<file path="src/rtl/fifo_pkg.sv">
// Shared constants and types for the async FIFO read-side output stage.
package fifo_pkg;

    // RAM read latency in read-clock cycles: a pop in cycle N returns data in N+1.
    localparam int FIFO_RD_LAT = 1;

    // Output buffer depth; two entries cover the pop-to-data round trip at full rate.
    localparam int FWFT_SKID_D = 2;

    // Occupancy of the output buffer, 0..FWFT_SKID_D.
    typedef logic [1:0] cnt_t;

endpackage : fifo_pkg

</file>
<file path="src/rtl/fwft_skid_buf.sv">
// Two-entry register queue feeding the first-word-fall-through output.
// Entry 0 is always the head; entry 1 holds the second word when two are buffered.
module fwft_skid_buf
    import fifo_pkg::*;
#(
    parameter int DATA_W = 8
) (
    input  logic              i_rclk,
    input  logic              i_rrst_n,
    input  logic              wr_en,
    input  logic [DATA_W-1:0] wr_data,
    input  logic              rd_en,
    output logic [DATA_W-1:0] head,
    output logic [1:0]        cnt
);

    logic [DATA_W-1:0] ent0;
    logic [DATA_W-1:0] ent1;
    cnt_t              cnt_q;
    logic              do_rd;

    // A read of an empty queue is ignored so the count can never underflow.
    assign do_rd = rd_en && (cnt_q != 2'd0);

    // Queue update: write goes to the first free slot, read shifts entry 1 into the head.
    always_ff @(posedge i_rclk) begin
        if (!i_rrst_n) begin
            ent0  <= '0;
            ent1  <= '0;
            cnt_q <= '0;
        end else begin
            unique case ({wr_en, do_rd})
                2'b10: begin
                    if (cnt_q == 2'd0) begin
                        ent0 <= wr_data;
                    end else begin
                        ent1 <= wr_data;
                    end
                    cnt_q <= cnt_q + 2'd1;
                end
                2'b01: begin
                    ent0  <= ent1;
                    cnt_q <= cnt_q - 2'd1;
                end
                2'b11: begin
                    // Count is unchanged; the new word lands behind whatever remains.
                    if (cnt_q == 2'd1) begin
                        ent0 <= wr_data;
                    end else begin
                        ent0 <= ent1;
                        ent1 <= wr_data;
                    end
                end
                default: begin
                end
            endcase
        end
    end

    assign head = ent0;
    assign cnt  = cnt_q;

endmodule : fwft_skid_buf

</file>
<file path="src/rtl/rd_fwft_stage.sv">
// Read-side FWFT output stage of the async FIFO.
// Issues pops against a credit count so that every word returned by the RAM
// has a buffer slot, and presents the buffered head as a valid/ready stream.
// Note: o_rinc is combinational from i_ready and i_empty (through deq and the
// credit compare); the consumer must not derive i_ready from o_rinc.
module rd_fwft_stage
    import fifo_pkg::*;
#(
    parameter int DATA_W = 8
) (
    input  logic              i_rclk,
    input  logic              i_rrst_n,
    input  logic              i_empty,
    output logic              o_rinc,
    input  logic [DATA_W-1:0] i_rdata,
    output logic              o_valid,
    input  logic              i_ready,
    output logic [DATA_W-1:0] o_data
);

    localparam int SKID_D = FWFT_SKID_D;

    logic              warm;
    logic              inflight;
    logic              pop;
    logic              deq;
    logic [1:0]        buf_cnt;
    logic [DATA_W-1:0] head;
    logic [2:0]        credit_sum;

    // Warm-up and pop-tracking: empty flag is untrusted in the first cycle after reset.
    always_ff @(posedge i_rclk) begin
        if (!i_rrst_n) begin
            warm     <= 1'b0;
            inflight <= 1'b0;
        end else begin
            warm     <= 1'b1;
            inflight <= pop;
        end
    end

    assign o_valid = (buf_cnt != 2'd0);
    assign o_data  = head;
    assign deq     = o_valid & i_ready;

    // Words owned by this stage after this cycle's dequeue: buffered plus in flight.
    assign credit_sum = {1'b0, buf_cnt} + {2'b00, inflight} - {2'b00, deq};
    assign o_rinc     = warm & ~i_empty & (credit_sum < 3'(SKID_D));
    assign pop        = o_rinc & ~i_empty;

    fwft_skid_buf #(
        .DATA_W (DATA_W)
    ) u_skid (
        .i_rclk   (i_rclk),
        .i_rrst_n (i_rrst_n),
        .wr_en    (inflight),
        .wr_data  (i_rdata),
        .rd_en    (deq),
        .head     (head),
        .cnt      (buf_cnt)
    );

    // Credit logic must never let a returning word arrive at a full buffer.
    always_ff @(posedge i_rclk) begin
        if (i_rrst_n) begin
            assert (!(inflight && (buf_cnt == 2'(SKID_D))))
                else $error("rd_fwft_stage: write into full output buffer");
        end
    end

endmodule : rd_fwft_stage
</file>
<file path="config.mk">
export PLATFORM = sky130hd
export DESIGN_NAME = rd_fwft_stage
export DESIGN_NICKNAME = d
export VERILOG_FILES = /design/src/rtl/fifo_pkg.sv /design/src/rtl/fwft_skid_buf.sv /design/src/rtl/rd_fwft_stage.sv
export SDC_FILE = /design/constraint.sdc
export NUM_CORES = 1
export LEC_CHECK = 0
export BUFFER_PORTS_ARGS = -buffer_cell sky130_fd_sc_hd__buf_2
export CELL_PAD_IN_SITES_DETAIL_PLACEMENT = 1
export CELL_PAD_IN_SITES_GLOBAL_PLACEMENT = 1
export CORE_MARGIN = 10
export CORE_UTILIZATION = 39
export DETAILED_ROUTE_END_ITERATION = 10
export PLACE_DENSITY = 0.77
export SYNTH_ARGS = -nofsm -noshare
export SYNTH_HDL_FRONTEND = slang
export SYNTH_SLANG_ARGS = --single-unit
</file>
<file path="constraint.sdc">
create_clock -name i_rclk -period 2.7 [get_ports i_rclk]
set_input_delay 0.54 -clock i_rclk [delete_from_list [all_inputs] [get_ports i_rclk]]
set_output_delay 0.54 -clock i_rclk [all_outputs]
set_load 0.02 [all_outputs]
</file>
# [Word-level counts from Yosys, hierarchy flattened]
# Cells that the tools add are included.
[word_totals] register_bits=20 inputBits=12 out_inout_bits=10 wordCells=38
[op_classes] n_addsub=4 magnitude_cmp=1 n_eq_ne=7 muxes=8 n_bitwise=5 reduce_logical=8
[op_table] operator="8-bit two-way mux" count=4
[op_table] operator="8-bit case mux with 3 select lines" count=1
[op_table] operator="8-bit case mux with 2 select lines" count=1
[op_table] operator="2-bit nonzero test" count=3
[op_table] operator="1-bit AND" count=4
[op_table] operator="2-bit by 1-bit equality test with 1-bit output (second input constant)" count=2
[op_table] operator="2-bit equality test (second input constant)" count=2
[op_table] operator="2-bit != test (second input constant)" count=2
[op_table] operator="2-bit case mux with 2 select lines" count=1
[op_table] operator="2-bit by 1-bit adder with 3-bit output" count=1
[op_table] operator="3-bit by 2-bit < comparator with 1-bit output (second input constant)" count=1
[op_table] operator="3-bit AND reduction" count=1
[op_table] operator="3-bit nonzero test" count=1
[op_table] operator="3-bit by 1-bit subtractor with 3-bit output" count=1
[op_table] operator="2-bit by 1-bit adder with 2-bit output (second input constant)" count=1
[op_table] operator="2-bit logical NOT" count=1
[op_table] operator="2-bit by 1-bit != test with 1-bit output (second input constant)" count=1
[op_table] operator="2-bit AND reduction" count=1
[op_table] operator="2-bit by 1-bit subtractor with 2-bit output (second input constant)" count=1
[op_table] operator="1-bit logical AND" count=1
[op_table] operator="1-bit two-way mux" count=1
[op_table] operator="1-bit NOT" count=1

# [Logic depth before layout (Yosys ltp)]
[logic_depth] depth_word=6 ltp_mapped=9 depth_no_buf=9

# [Cells and area by module]
# A second synthesis with hierarchy kept.
[hier_totals] cells_unflattened=119 hier_area_um2=1048.5
[modules_own_cells] mod="fwft_skid_buf" instances=1 cells_per_inst=107 area_per_inst_um2=913.4 seq_area_each_um2=360.3
[modules_own_cells] mod="rd_fwft_stage" instances=1 cells_per_inst=12 area_per_inst_um2=135.1 seq_area_each_um2=40.0

# [Least setup slack after synthesis]
# Ideal clock, no wire load.
[synth_timing] path_type="register to output" start="register u_skid.cnt_q[1], in the netlist u_skid.cnt[1]" end="output port o_rinc" t_arrival_ns=2.212 t_required_ns=2.160 setup_slack_ns=-0.052 stages_incl_launch_ff=9 cell_sequence="dfxtp_1 inv_1 ha_1 nor2b_1 ha_1 nand2b_1 fa_1 xor2_1 nor3_1"
[synth_via] elab_chain_len=5
[synth_lines] element="start, declared" line_no="fwft_skid_buf.sv:19" text="cnt_t cnt_q;"
[synth_lines] element="start signal, assigned" line_no="fwft_skid_buf.sv:39" text="cnt_q <= cnt_q + 2'd1;"
[synth_lines] element="start signal, assigned" line_no="fwft_skid_buf.sv:43" text="cnt_q <= cnt_q - 2'd1;"
[synth_lines] element="branches (longest 2 deep; another with 2-bit by 1-bit adder with 3-bit output)"
[synth_lines] element="3-bit by 1-bit subtractor with 3-bit output *" line_no="rd_fwft_stage.sv:47" text="assign credit_sum = {1'b0, buf_cnt} + {2'b00, inflight} - {2'b00, deq};"
[synth_lines] element="3-bit by 2-bit < comparator with 1-bit output *" line_no="rd_fwft_stage.sv:48" text="assign o_rinc = warm & ~i_empty & (credit_sum < 3'(SKID_D));"
[synth_lines] element="1-bit AND *" line_no="rd_fwft_stage.sv:48"
[synth_lines] element="end, declared" line_no="rd_fwft_stage.sv:14" text="output logic o_rinc,"
# Every way passes the cells marked *.

# [Final worst setup path]
[layout_timing] start="register u_skid.cnt_q[0], in the netlist u_skid.cnt[0]" end="output port o_rinc"
# The elaborated chain is that of the path after synthesis.

==> results.ini <==
[layout]
final_util_pct = 53.33
layout-drive-gt1-share_pct = 37.30
area_growth_pct = 27.46
nets = 146
antenna_cells = 0
fillCellCount = 275

[die]
initial_core_util_pct = 41.84
die_w_um = 69.41
core_area_um2 = 2276
io_pins = 22
die-area_um2 = 4818
num_rows = 17
die_y_um = 69.41

[pwr]
finalPower_w = 0.001303
power_leakage_nw = 0.5858
peakVddDrop_mv = 0.4821
power_density_nw_per_um2 = 1074

[sta]
rsz0062_at_grt = true
slew_headroom_pct = 72.10
worst-slew-pin-transition_ps = 418.5
min_period_over_period_pct = 105.5
hold_ws_ps = 506.5
period_needed_ps = 2850
drv_slew = 0
max_freq_ghz = 0.3509
setup_ws_ps = -149.6
hold_violations = 0
setup_viol = 1
finalSetupTns_ps = -149.6
fin_skew_ps = 2.921

[detailed_routing]
drcViolationCount = 0
wl_per_cell_um = 15.75
via_per_inst = 5.071
drtIter0Drc = 15
dr.pass1.iters = 4
wl_um = 2425
vias = 781
antenna_left = 0

[synth]
yosysMostFrequentCell = dfxtp_1
synth_warnings = 0
netlist_top_cells_count = 20 x dfxtp_1, 11 x nor2b_1, 9 x o21ai_0
syn_area_per_cell_um2 = 9.918
synth_cell_types = 22
synth_nets = 115
yosysTopAreaCell = dfxtp_1
yosys-top-cells-area = dfxtp_1 42%, mux2i_1 8.4%, ha_1 7.9%, a221oi_1 7.4%, nor2b_1 7.2%
synth_edf_count = 0
async_flop_share_pct = 0
ys.flop_type = dfxtp_1
synth_seq_cells = 20
ys_seq_area_share_pct = 42.05
syn_area_um2 = 952.2
synth_top_area_share_pct = 42.05
syn-instance-count = 96

[global_routing]
use_met1_pct = 11.57
track_usage_pct = 9.885
antenna_found_initial = 0
grt_max_degree = 21
use_met2_pct = 16.94
grt_pass1_vias = 837
top_usage_layer = met2
grt_pass1_wl_um = 4015
grt_overflow = 0
met3_usage_pct = 3.281

[min_path]
min-delay-path-class = in2reg
min_from = i_rdata[6]

[run_status]
status = finished, violations left
violations = negative setup slack

[worst_setup_path]
reg2reg_from = u_skid.cnt[0]$_SDFFE_PN0P_
cp_max_fo = 2
worstSetupPathType = reg2out
slowest_stage = fa_2
required_ps = 2160
slowest_delay_ps = 580
crit_path_end_kind = primary output
reg2reg_slack_ps = 450
startpoint = u_skid.cnt[0]$_SDFFE_PN0P_
cp_cell_sequence = inv_2 > ha_4 > nor2b_2 > ha_1 > nand2b_4 > fa_2 > nand2_2 > nor3_4 > buf_6
cp.arrival_ps = 2310
worst_setup_path_start_kind = flip-flop

[placed_design]
place_congestion = 0.7212
dp_hpwl_um = 1821
io_buffers = 21

[clock_network]
h-tree-depth = 1
postCtsHoldBufs = 0
cts.sinks = 20
cts_buffers = 3
insertion_delay_ps = 300
root_buffer = clkbuf_4
cts_tree = yes
clkSlewWorstSetupHoldPaths_ps = 120
cts_max_path_buffers = 2

[flow_run]
drv_cap = 0

-- routing by layer --
layer	wire, um	vias up
met5	0	-
met4	0	0
met3	109	0
met2	1211	15
met1	1104	374
li1	-	392
-- flip-flops by register name (all words and copies together) (netlist names) --
register     flops
warm             1
u_skid.head      8
u_skid.ent1      8
u_skid.cnt       2
inflight         1
-- worst paths after layout --
path                                      end  cells after the start
hold / removal    u_skid.ent1[6]$_SDFFE_PN0P_                      3
hold reg to reg   u_skid.head[3]$_SDFFE_PN0P_                      2
setup / recovery                       o_rinc                      9
setup reg to reg  u_skid.head[4]$_SDFFE_PN0P_                      9
-- cell usage in the layout (no fill, tap or decap), types with 2 or more instances in the layout --
cell type  instances
inv_1              3
a21oi_2            2
nor2_1             8
o21ai_0            9
inv_2              3
clkbuf_4           3
buf_2             20
ha_1               5
mux2i_1            8
nand2_1            3
buf_4              7
dfxtp_1           18
dfxtp_2            2
nor2b_1           10
a221oi_1           8
and2_1             3
xnor2_1            2
-- stage by stage --
| stage | cell area, um^2 | instances | setup slack, ps |
|---|---|---|---|
| after global routing | 1214 | 154 | -284.0 |
| after global placement | 1097 | 145 | 122.3 |
| after detailed placement | 1097 | 145 | 65.15 |
| after CTS | 1166 | 151 | -104.0 |
| final | 1214 | 154 | -149.6 |
| after floorplan | 957.2 | 96 | 120.2 |
-- repair_timing --
item,CTS,global route
setup endpoints to repair,1,1
pin swaps,3,5
setup buffers,2,3
gates resized for setup,6,7
-- power breakdown --
group | leakage [nW] | internal (W) | switching [W]
Clock | 0.0210 | 0.0000822 | 0.0000946
Sequential | 0.164 | 0.000379 | 0.0000425
Combinational | 0.400 | 0.000307 | 0.000399
-- kinds of logic (layout without fill, tap and decap cells) --
family,count (synthesis),count (layout),synth area share (%)
AOI/OAI and AO/OA,20,20,15.64
xor gates and xnor gates,3,3,2.760
adders and majority gates,7,7,9.987
buffers and inverters,8,38,3.942
DFF,20,20,42.05
muxes,8,8,8.410
and+or+nand+nor,30,30,17.21
-- worst max-delay path: cells and delay by family (launching register included) --
family                     cells  cell delay (ps)
adders and majority gates      3              960
and+or+nand+nor                4              510
buffers and inverters          2              190
DFF                            1              350
-- final cells by class --
type	count	area [um^2]	area share, %
multi-input cells	68	553.0	45.57
clock buffers	4	36.28	2.990
well taps	28	35.03	2.887
inverters	6	22.52	1.856
flip-flops and latches	20	402.9	33.20
repair buffers	28	163.9	13.51
(Power assumes the default switching activity.)
